===== src/rtl/jt12_div_pkg.sv =====
// Shared definitions for the FM prescaler controller: divider codes, register addresses,
// FSM encoding and the code-to-period mapping.
package jt12_div_pkg;

    localparam int unsigned CNT_W    = 3;
    localparam int unsigned SETTLE_W = 3;
    localparam int unsigned CODE_W   = 2;

    localparam logic [CODE_W-1:0] DIV6 = 2'd0;
    localparam logic [CODE_W-1:0] DIV3 = 2'd1;
    localparam logic [CODE_W-1:0] DIV2 = 2'd2;

    localparam logic [7:0] ADDR_DIV6 = 8'h2D;
    localparam logic [7:0] ADDR_DIV3 = 8'h2E;
    localparam logic [7:0] ADDR_DIV2 = 8'h2F;

    typedef enum logic [1:0] {
        ST_HOLD = 2'd0,
        ST_RUN  = 2'd1,
        ST_PEND = 2'd2
    } div_state_e;

    typedef struct packed {
        logic       wr;
        logic       a0;
        logic       a1;
        logic [7:0] din;
    } cpu_bus_t;

    // Terminal count (P-1) for a divider code; the illegal code 3 behaves as /6.
    function automatic logic [CNT_W-1:0] div_period(input logic [CODE_W-1:0] code);
        logic [CNT_W-1:0] pm1;
        case (code)
            DIV3:    pm1 = CNT_W'(2);
            DIV2:    pm1 = CNT_W'(1);
            default: pm1 = CNT_W'(5);
        endcase
        return pm1;
    endfunction

endpackage


===== src/rtl/jt12_div_cnt.sv =====
// Loadable modulo counter: counts 0..period_m1 and flags the terminal-count cycle.
module jt12_div_cnt
    import jt12_div_pkg::*;
(
    input  logic             clk,
    input  logic             rst_n,
    input  logic [CNT_W-1:0] period_m1,
    input  logic             load,
    output logic [CNT_W-1:0] cnt,
    output logic             wrap
);

    logic [CNT_W-1:0] cnt_nx;

    always_comb begin
        cnt_nx = cnt + CNT_W'(1);
        if (wrap || load) begin
            cnt_nx = '0;
        end
    end

    // wrap is registered by looking one count ahead; period_m1 only changes on the
    // edge where cnt returns to 0, which can never match a terminal count of 1 or more.
    always_ff @(posedge clk) begin
        if (!rst_n) begin
            cnt  <= '0;
            wrap <= 1'b0;
        end else begin
            cnt  <= cnt_nx;
            wrap <= (cnt_nx == period_m1);
        end
    end

endmodule


===== src/rtl/jt12_div_ctrl.sv =====
// Prescaler controller: decodes the 0x2D/0x2E/0x2F address writes, swaps the divider only
// on a period boundary and produces cen plus a cen-synchronous internal reset.
module jt12_div_ctrl
    import jt12_div_pkg::*;
#(
    parameter logic [1:0]  DIV_DEFAULT = 2'd0,
    parameter int unsigned SETTLE_CEN  = 3
) (
    input  logic       clk,
    input  logic       rst_n,
    input  logic       cpu_wr,
    input  logic       cpu_a0,
    input  logic       cpu_a1,
    input  logic [7:0] cpu_din,
    output logic       cen,
    output logic       rst_int,
    output logic [1:0] div_sel,
    output logic       busy
);

    localparam logic [CODE_W-1:0]   DIV_INIT    = (DIV_DEFAULT == 2'd3) ? DIV6 : DIV_DEFAULT;
    localparam logic [SETTLE_W-1:0] SETTLE_INIT = SETTLE_W'(SETTLE_CEN);

    cpu_bus_t          bus_c;
    logic              req_c;
    logic [CODE_W-1:0] req_code_c;

    div_state_e          state, state_nx;
    logic [CODE_W-1:0]   pend, pend_nx;
    logic [CODE_W-1:0]   div_sel_nx;
    logic                busy_nx;
    logic                rst_int_nx;
    logic                cen_nx;
    logic [SETTLE_W-1:0] settle, settle_nx;

    logic [CNT_W-1:0] period_m1_c;
    logic [CNT_W-1:0] cnt;
    logic             wrap;
    logic             load_c;

    // Only part I address-port writes of the three prescaler registers are requests.
    always_comb begin
        bus_c.wr   = cpu_wr;
        bus_c.a0   = cpu_a0;
        bus_c.a1   = cpu_a1;
        bus_c.din  = cpu_din;
        req_c      = 1'b0;
        req_code_c = DIV6;
        if (bus_c.wr && !bus_c.a0 && !bus_c.a1) begin
            case (bus_c.din)
                ADDR_DIV6: begin req_c = 1'b1; req_code_c = DIV6; end
                ADDR_DIV3: begin req_c = 1'b1; req_code_c = DIV3; end
                ADDR_DIV2: begin req_c = 1'b1; req_code_c = DIV2; end
                default:   begin req_c = 1'b0; req_code_c = DIV6; end
            endcase
        end
    end

    assign period_m1_c = div_period(div_sel);

    jt12_div_cnt u_cnt (
        .clk       (clk),
        .rst_n     (rst_n),
        .period_m1 (period_m1_c),
        .load      (load_c),
        .cnt       (cnt),
        .wrap      (wrap)
    );

    always_ff @(posedge clk) begin
        if (!rst_n) begin
            state   <= ST_HOLD;
            div_sel <= DIV_INIT;
            pend    <= DIV_INIT;
            busy    <= 1'b0;
            rst_int <= 1'b1;
            cen     <= 1'b0;
            settle  <= SETTLE_INIT;
        end else begin
            state   <= state_nx;
            div_sel <= div_sel_nx;
            pend    <= pend_nx;
            busy    <= busy_nx;
            rst_int <= rst_int_nx;
            cen     <= cen_nx;
            settle  <= settle_nx;
        end
    end

    always_comb begin
        state_nx   = state;
        div_sel_nx = div_sel;
        pend_nx    = pend;
        busy_nx    = busy;
        rst_int_nx = rst_int;
        settle_nx  = settle;
        cen_nx     = wrap;
        load_c     = 1'b0;

        case (state)
            ST_HOLD: begin
                rst_int_nx = 1'b1;
                if (wrap) begin
                    if (settle <= SETTLE_W'(1)) begin
                        state_nx   = ST_RUN;
                        rst_int_nx = 1'b0;
                    end else begin
                        settle_nx = settle - SETTLE_W'(1);
                    end
                end
            end

            ST_RUN: begin
                rst_int_nx = 1'b0;
                if (req_c && (req_code_c != div_sel)) begin
                    pend_nx  = req_code_c;
                    busy_nx  = 1'b1;
                    state_nx = ST_PEND;
                end
            end

            ST_PEND: begin
                rst_int_nx = 1'b0;
                if (wrap) begin
                    // Apply the queued code; a request landing on this same wrap waits for the next one.
                    div_sel_nx = pend;
                    load_c     = 1'b1;
                    if (req_c && (req_code_c != pend)) begin
                        pend_nx = req_code_c;
                        busy_nx = 1'b1;
                    end else begin
                        busy_nx  = 1'b0;
                        state_nx = ST_RUN;
                    end
                end else if (req_c) begin
                    if (req_code_c == div_sel) begin
                        pend_nx  = div_sel;
                        busy_nx  = 1'b0;
                        state_nx = ST_RUN;
                    end else begin
                        pend_nx = req_code_c;
                    end
                end
            end

            default: begin
                state_nx = ST_HOLD;
            end
        endcase

        // Resynchronise if the counter is ever found beyond the active period.
        if (cnt > period_m1_c) begin
            load_c = 1'b1;
        end
    end

endmodule


===== config.mk =====
export PLATFORM = sky130hd
export DESIGN_NAME = jt12_div_ctrl
export DESIGN_NICKNAME = d
export VERILOG_FILES = /design/src/rtl/jt12_div_pkg.sv /design/src/rtl/jt12_div_cnt.sv /design/src/rtl/jt12_div_ctrl.sv
export SDC_FILE = /design/constraint.sdc
export NUM_CORES = 1
export LEC_CHECK = 0
export ABC_AREA = 1
export BUFFER_PORTS_ARGS = -buffer_cell sky130_fd_sc_hd__buf_2
export CAP_MARGIN = 20
export CORE_MARGIN = 2
export CORE_UTILIZATION = 25
export CTS_CLUSTER_DIAMETER = 150
export CTS_CLUSTER_SIZE = 40
export DETAILED_ROUTE_END_ITERATION = 8
export PLACE_DENSITY = 0.45
export SETUP_SLACK_MARGIN = 0.02
export SLEW_MARGIN = 20
export SYNTH_ARGS = -nofsm -noshare
export SYNTH_HDL_FRONTEND = slang
export SYNTH_SLANG_ARGS = --single-unit

===== constraint.sdc =====
create_clock -name clk -period 4.8 [get_ports clk]
set_input_delay 0.48 -clock clk [delete_from_list [all_inputs] [get_ports clk]]
set_output_delay 0.48 -clock clk [all_outputs]
set_load 0.02 [all_outputs]

# Word level (Yosys, flattened, before mapping)
# Index checks and enable logic that the tools add are counted.
[word_totals]
out_inout_bits = 5
elab_cells = 81
ff_bits = 16
[classes]
mux = 32
magnitude_cmp = 2
add_sub_neg = 2
n_eq_ne = 18
n_bitwise = 1
n_reduce_logical = 17
[ops]
columns = ["operator", "count"]
rows = [
  ["2-bit two-way mux", 13],
  ["8-bit by 6-bit == test with 1-bit output (second input constant)", 3],
  ["1-bit two-way mux", 12],
  ["2-bit case mux with 2 select lines", 2],
  ["4-bit AND reduction", 2],
  ["3-bit by 2-bit != test with 1-bit output (second input constant)", 2],
  ["3-bit != test (second input constant)", 2],
  ["2-bit case mux with 3 select lines", 1],
  ["3-bit case mux with 2 select lines", 1],
  ["6-bit AND reduction", 1],
  ["2-bit by 1-bit == test with 1-bit output (second input constant)", 2],
  ["2-bit == test (second input constant)", 2],
  ["1-bit logical AND", 4],
  ["2-bit != test", 2],
  ["2-bit != test (second input constant)", 2],
  ["1-bit case mux with 2 select lines", 2],
  ["2-bit nonzero test", 2],
  ["3-bit by 1-bit adder with 3-bit output (second input constant)", 1],
  ["3-bit == test", 1],
  ["3-bit greater-than comparator", 1],
  ["3-bit by 1-bit <= comparator with 1-bit output (second input constant)", 1],
  ["3-bit two-way mux", 1],
  ["3-bit AND reduction", 1],
  ["3-bit OR reduction", 1],
  ["other kinds (9)", 10],
]

# Depth between registers and ports, before layout
# Gate-level depths: netlist (run 1).
[depth]
word_depth = 9
ltp_mapped = 15
depth_no_buf = 15

# Hierarchy
# Synthesis (run 1) repeated with hierarchy kept, for this count alone.
[hier_totals]
cells_unflattened = 175
hier_area_um2 = 1186.1
[by_module_without_submodules]
columns = ["mod", "cells_each", "area_per_inst_um2", "instances"]
rows = [
  ["jt12_div_ctrl", 147, 979.7, 1],
  ["jt12_div_cnt", 28, 206.4, 1],
]

# Least setup slack after synthesis (run 1)
# Ideal clock, no wire load.
[synth_path]
kind = "register -> register"
from = "register div_sel[1]"
to = "register u_cnt.wrap"
setup_ns = 0.064
period_less_slack_ns = 1.979
stages_incl_launch_ff = 12
arrival_ns = 1.915
slack_ns = 2.821
required_ns = 4.736
path_cell_list = "dfxtp_1 > inv_1 > ha_1 > inv_1 > ha_1 > a21oi_1 > o21ai_0 > a21oi_1 > nand2_1 > o22ai_1 > o211ai_1 > nor2_1"
[synth_via]
elab_chain_cells = 7
elab_cells_between_ends = 8
cone_classes = "1 x order compare; 3 x eq/ne; 3 x mux; 1 x reduce/logical"
[synth_lines]
columns = ["item", "line_no", "rtl"]
rows = [
  ["start: declaration", "jt12_div_ctrl.sv:17", "output logic [1:0] div_sel,"],
  ["start signal: assignment", "jt12_div_ctrl.sv:81", "div_sel <= div_sel_nx;"],
  ["2-bit == test or 2-bit by 1-bit == test with 1-bit output (tied branches)", "jt12_div_pkg.sv:33", "case (code)"],
  ["3-bit case mux with 2 select lines (*)", "jt12_div_pkg.sv:33", ""],
  ["3-bit greater-than comparator", "jt12_div_ctrl.sv:152", "if (cnt > period_m1_c) begin"],
  ["1-bit two-way mux", "jt12_div_ctrl.sv:152", ""],
  ["1-bit logical OR", "jt12_div_cnt.sv:17", "if (wrap || load) begin"],
  ["3-bit two-way mux", "jt12_div_cnt.sv:17", ""],
  ["3-bit == test (*)", "jt12_div_cnt.sv:30", "wrap <= (cnt_nx == period_m1);"],
  ["end signal: assignment", "jt12_div_cnt.sv:30", ""],
  ["end: declaration", "jt12_div_cnt.sv:10", "output logic wrap"],
]
# Every way passes the cells marked *; elsewhere a longest branch is shown, timed or not.
# A chain may end at the register's enable or synchronous reset.

# Final worst setup path (run 1)
# Ends and elaborated chain as after synthesis.

==> impl_metrics.csv, run 1 <==
group,metric,value,unit
outcome,outcome,"completed",
worst_setup_path,path_class,"reg2reg",
global_routing,grt_util_met1,12.9,%
worst_setup_path,crit_cells,11,
clock_network,ctsHoldBuffers,0,
place,dp.final_hpwl,1.87,mm
timing,fin_skew,0.000845,ns
timing,fmax,0.504,GHz
timing,slew_violations,0,
timing,finalWorstSetupSlack,2.82,ns
clock_network,ctsResizeCount,0,
worst_setup_path,worstPathMaxFanout,3,
global_routing,met3_usage,2.25,%
layout,postLayoutCoreUtil,30.5,%
routing,drtPass1Iterations,4,
clock_network,cts_buffers,3,
timing,min_period,1.98,ns
layout,seq_area,320,µm²
die,start_util,26.0,%
power_and_ir_drop,p_leak,0.693,nW
layout,final_cell_area,1340,µm²
power_and_ir_drop,vdd_drop_max,0.000111,V
clock_network,cts_tree,"built",
yosys,synth.largest_area_cell,"dfxtp_1",
routing,vias,1020,
worst_setup_path,crit_family,"compound AO/OA/AOI/OAI gates",
worst_setup_path,cp_num_buf_inv,2,
yosys,synth_cell_types,23,
yosys,ys_ff_latch,16,
worst_setup_path,startpoint_type,"flip-flop",
worst_setup_path,required,4.99,ns
global_routing,grtUsageTotal,9.82,%
place,gp_congestion,0.748,
clock_network,cts-root-buf,"clkbuf_8",
global_routing,grt_max_degree,12,
layout,n_fill_cell,493,
layout,area_growth,17.3,%
layout,drive_above_1_share,21.9,%
die,row_count,24,
routing,drt_iter0_markers,30,
global_routing,grt_busiest_layer,"met2",
timing,finalSetupViolCount,0,
routing,wl,2.27,mm
layout,finalNonFillerCells,239,
place,port-buffer-count,17,
yosys,synthCells,167,
layout,diodes,0,
timing,setup_tns,0,ns
timing,post-route-period-util,41.3,%
yosys,synth_top_cell_area_share,28.1,%
routing,ant_nets,0,
yosys,ys_warn_count,0,
timing,holdWs,0.471,ns
die,die_height,71.5,µm
global_routing,grt_use_met2,15.3,%
yosys,syn_avg_cell_area,6.83,µm²
yosys,synth_area,1140,µm²
global_routing,grt_pass1_wl,3.98,mm
timing,rsz0062_at_grt,"false",
worst_setup_path,crit_chain,"inv_1 > ha_1 > inv_1 > ha_1 > a21oi_1 > o21ai_0 > a21oi_1 > nand2_1 > o22ai_1 > o211ai_1 > nor2_1",
clock_network,clkTransAtPathRegs,0.06,ns
clock_network,clockBufferDepth,2,
power_and_ir_drop,total_power,0.578,mW
worst_setup_path,crit_path_top_delay_cell,"dfxtp_1",
timing,final-hold-violation-count,0,
die,core,4380,µm²
place,postPlaceCellArea,1280,µm²
die,io_pins,18,
timing,worstMarginPinSlew,0.308,ns
layout,multi_input_area,711,µm²
yosys,synthesis.nets,193,
clock_network,worstSkewPairLatency,0.25,ns
die,die_w,71.5,µm
flow_run,drv_cap,0,
place,post-place-ws,2.82,ns
global_routing,grt-ovfl-total,0,
yosys,synthTopCellsByArea,"dfxtp_1, ha_1, nand2_1",
yosys,yosysSeqAreaShare,28.1,%
worst_setup_path,rr_worst_depth,11,
routing,drcViolationCount,0,
clock_network,cts.sinks,16,
hold_path,hold_path_depth,2,
power_and_ir_drop,powerDensity,432,nW/µm²
clock_network,cts_setup_buffers,0,
hold_path,min_path_type,"reg2reg",
routing,avgRoutedWirePerCell,9.51,µm
global_routing,grt_pass1_vias,917,
worst_setup_path,arrival,2.18,ns
place,place_inst,235,
worst_setup_path,worstSetupEndpointType,"flip-flop",
clock_network,htreeDepth,1,
timing,slew_headroom,79.3,%
layout,final_nets,214,
worst_setup_path,slowest_delay,0.34,ns
routing,via_per_inst,4.27,
die,die_area,5120,µm²
global_routing,antenna_found_initial,0,
metal layers:
metal / share of wire, % / up-vias
met2: 43 / 15
met1: 51 / 430
met4: 1.9 / 0
met5: 0 / -
li1: - / 570
met3: 4.4 / 5
cell families (layout without fill, tap and decap cells):
family	count (synthesis)	count (layout)	share of synthesized area, %
buffers and inverters	28	48	9.55
AND/OR/NAND/NOR	83	83	34.6
AO/OA/AOI/OAI	25	25	12.0
flip-flops	16	16	28.1
adder cells (fa/ha/maj)	13	13	14.3
XOR/XNOR	2	2	1.54
area by class of cell:
type                       count  share of cell area, %
multi-input combinational    123                   53.1
sequential                    16                   23.9
inverter                      27                   7.58
timing repair buffer          17                   6.36
tap                           52                   4.86
clock buffer                   4                   4.12
synthesized netlist by cell type:
cell type	n
nand3_1	9
ha_1	13
nor2_8	1
dfxtp_1	16
inv_2	5
nand2_1	36
o211ai_1	2
nand4_1	2
nor2_1	20
o21ai_0	7
o21bai_1	1
nor3_1	1
nor2_2	5
xor2_1	2
a21oi_1	11
o21ai_1	2
inv_1	22
nand2_2	6
o22ai_1	1
nand3_2	1
nor2_4	2
a22oi_1	1
buf_4	1
power by group:
group | internal, mW | total (mW) | switching [mW]
Combinational | 0.103 | 0.268 | 0.165
Sequential | 0.164 | 0.191 | 0.0262
Clock | 0.0728 | 0.120 | 0.0470
cell usage in the layout, fill, tap and decap left out, types with 5 or more instances in the layout:
| cell type | synthesis | final |
|---|---|---|
| nor2_2 | 5 | 5 |
| nand2_1 | 36 | 36 |
| nor2_1 | 20 | 20 |
| nand3_1 | 9 | 9 |
| dfxtp_1 | 16 | 16 |
| o21ai_0 | 7 | 7 |
| inv_1 | 22 | 22 |
| buf_2 | 0 | 17 |
| ha_1 | 13 | 13 |
| a21oi_1 | 11 | 11 |
| nand2_2 | 6 | 6 |
| inv_2 | 5 | 5 |
worst reg2reg max path, cell delays in order, from the launching register on:
cell      delay [ns]
dfxtp_1         0.34
inv_1           0.08
ha_1            0.27
inv_1           0.05
ha_1            0.30
a21oi_1         0.12
o21ai_0         0.09
a21oi_1         0.22
nand2_1         0.11
o22ai_1         0.16
o211ai_1        0.10
nor2_1          0.08
state kept, by name (all words and copies together), names as in the netlist:
| register | count |
|---|---|
| state | 2 |
| u_cnt.cnt | 3 |
| rst_int | 1 |
| settle | 3 |
| u_cnt.wrap | 1 |
| div_sel | 2 |
| pend | 2 |
| busy | 1 |
| cen | 1 |
worst paths after layout:
kind                   start    endpoint  slack [ns]
hold reg to reg      rst_int     rst_int        0.47
hold / removal       rst_int     rst_int        0.47
setup reg to reg  div_sel[1]  u_cnt.wrap        2.82
setup / recovery  div_sel[1]  u_cnt.wrap        2.82
No activity file was read; power rests on OpenSTA's default activity.
==> inputs of run 2 (changes only) <==
- PLACE_DENSITY: 0.45 -> 0.46
- clock period: 4.8 -> 1.6 ns (I/O delays scaled with it)
==> run 2 against run 1 <==
The run now ends with setup timing left. First-iteration DRC count rose by 23%. Worst setup slack got worse by 2.9 ns. Critical path type unchanged. Via count rose by 1.8%. Combinational power rose to 3.3 times the previous value. Largest cell class unchanged. Critical endpoint unchanged. Wire length rose by 1.9%. Register-to-register slack got worse by 2.9 ns. Sequential cell count did not move. Non-clock buffer count rose by 9. Global-route usage rose by 0.74 points.
==> impl_metrics.csv, run 2 (synthesis results as in run 1) <==
group,metric,value,unit
global_routing,grt_pass1_wl,4.29,mm
global_routing,grtUsageTotal,10.6,%
clock_network,ctsHoldBuffers,0,
power_and_ir_drop,powerDensity,1240,nW/µm²
worst_setup_path,required,1.79,ns
hold_path,min_path_type,"in2reg",
power_and_ir_drop,p_int,1.08,mW
layout,n_fill_cell,498,
outcome,violations,"setup timing",
clock_network,worstSkewPairLatency,0.25,ns
power_and_ir_drop,p_leak,0.736,nW
layout,multi_input_area,756,µm²
timing,final-hold-violation-count,0,
timing,slew_violations,0,
flow_run,drv_cap,0,
layout,final_nets,223,
power_and_ir_drop,combPwrFrac,49.4,%
layout,final_cell_mix,"nand2_1, inv_1, nor2_1, buf_2, dfxtp_1",
timing,post-route-period-util,108,%
timing,finalWorstSetupSlack,-0.123,ns
place,port-buffer-count,17,
place,post-place-ws,-0.195,ns
power_and_ir_drop,p_clk_share,19.6,%
worst_setup_path,worstSetupEndpointType,"flip-flop",
worst_setup_path,cp-startpoint,"div_sel[1]",
clock_network,cts-root-buf,"clkbuf_8",
clock_network,htreeDepth,1,
layout,finalNonFillerCells,248,
place,gp_congestion,0.724,
place,postPlaceCellArea,1390,µm²
global_routing,antenna_found_initial,0,
worst_setup_path,path_class,"reg2reg",
power_and_ir_drop,pwr-share-seq,31.0,%
worst_setup_path,worstPathMaxFanout,3,
die,start_util,26.0,%
routing,drt_iter0_markers,37,
timing,min_period,1.72,ns
outcome,outcome,"finished, violations left",
power_and_ir_drop,switchingPower,0.737,mW
timing,holdWs,0.202,ns
routing,avgRoutedWirePerCell,9.35,µm
place,dp.final_hpwl,1.89,mm
timing,fmax,0.580,GHz
routing,ant_nets,0,
layout,area_growth,28.1,%
die,die_w,71.5,µm
timing,finalSetupViolCount,2,
layout,drive_above_1_share,31.6,%
clock_network,clkTransAtPathRegs,0.06,ns
layout,diodes,0,
global_routing,grt-ovfl-total,0,
power_and_ir_drop,swShare,40.6,%
die,core,4380,µm²
layout,final_cell_area,1460,µm²
place,place_inst,244,
die,die_area,5120,µm²
global_routing,grt_pass1_vias,1001,
worst_setup_path,startpoint_type,"flip-flop",
global_routing,grt_max_degree,12,
worst_setup_path,arrival,1.91,ns
layout,seq_area,325,µm²
die,die_height,71.5,µm
clock_network,clockBufferDepth,2,
routing,vias,1038,
worst_setup_path,rr_startpoint,"div_sel[1]",
power_and_ir_drop,vdd_drop_max,0.000550,V
routing,wl,2.32,mm
layout,final_common_cell,"nand2_1",
clock_network,cts_buffers,3,
routing,drtPass1Iterations,2,
timing,fin_skew,0.000793,ns
layout,top_regs,"settle: 3 flops, u_cnt.cnt: 3 flops",
timing,setup_tns,-0.125,ns
routing,drcViolationCount,0,
clock_network,cts.sinks,16,
die,row_count,24,
clock_network,cts_tree,"built",
timing,worstMarginPinSlew,0.291,ns
timing,slew_headroom,80.6,%
hold_path,min_from,"rst_n",
routing,via_per_inst,4.19,
die,io_pins,18,
timing,rsz0062_at_grt,"true",
## run 2: metal layers
layer | vias up | track usage [%] | part of all wire (%)
li1 | 585 | - | -
met1 | 436 | 14.2 | 50
met2 | 13 | 16.5 | 44
met3 | 4 | 1.69 | 3.5
met4 | 0 | 5.03 | 1.9
met5 | - | 0 | 0
## run 2: worst paths after layout
check	endpoint	slack (ns)	depth (start not counted)
worst max register to register	u_cnt.wrap	-0.12	11
worst min-delay path	rst_int	0.20	2
worst max-delay path	u_cnt.wrap	-0.12	11
worst min register to register	rst_int	0.48	2
## run 2: area by class of cell
cell class,instances,share of cell area (%)
multi-input combinational,123,51.8
sequential,16,22.3
tap,52,4.46
clock buffer,4,3.77
inverter,27,7.28
timing repair buffer,26,10.5
## run 2: power groups by stage
stage | Combinational (mW) | Clock (mW) | Sequential [mW]
after floorplan | 0.634 | 0 | 0.592
after global placement | 0.891 | 0 | 0.573
after detailed placement | 0.888 | 0 | 0.574
after CTS | 0.905 | 0.373 | 0.565
after global routing | 1.05 | 0.393 | 0.579
final | 0.896 | 0.355 | 0.563
## run 2: metrics by stage
stage                     total power, mW  util [%]
final                                1.81      33.3
after global routing                 2.02      33.3
after CTS                            1.84      33.1
after detailed placement             1.46      31.6
after global placement               1.46      31.6
after floorplan                      1.23         -
## run 2: worst max-delay path, cell delays in order (launching register included)
cell      delay (ns)
dfxtp_4         0.35
inv_4           0.04
ha_4            0.26
inv_4           0.03
ha_4            0.21
a21oi_2         0.10
o21ai_1         0.08
a21oi_2         0.16
nand2_1         0.09
o22ai_1         0.15
o211ai_1        0.10
nor2_1          0.09
## run 2: what timing repair did
item | 4_1_cts | 5_1_grt
pin swaps | 3 | 2
buffers inserted | 1 | 1
cloned | 0 | 0
endpoints found under the hold margin | 0 | 0
gates resized for setup | 1 | 6
endpoints found under the setup margin | 4 | 11
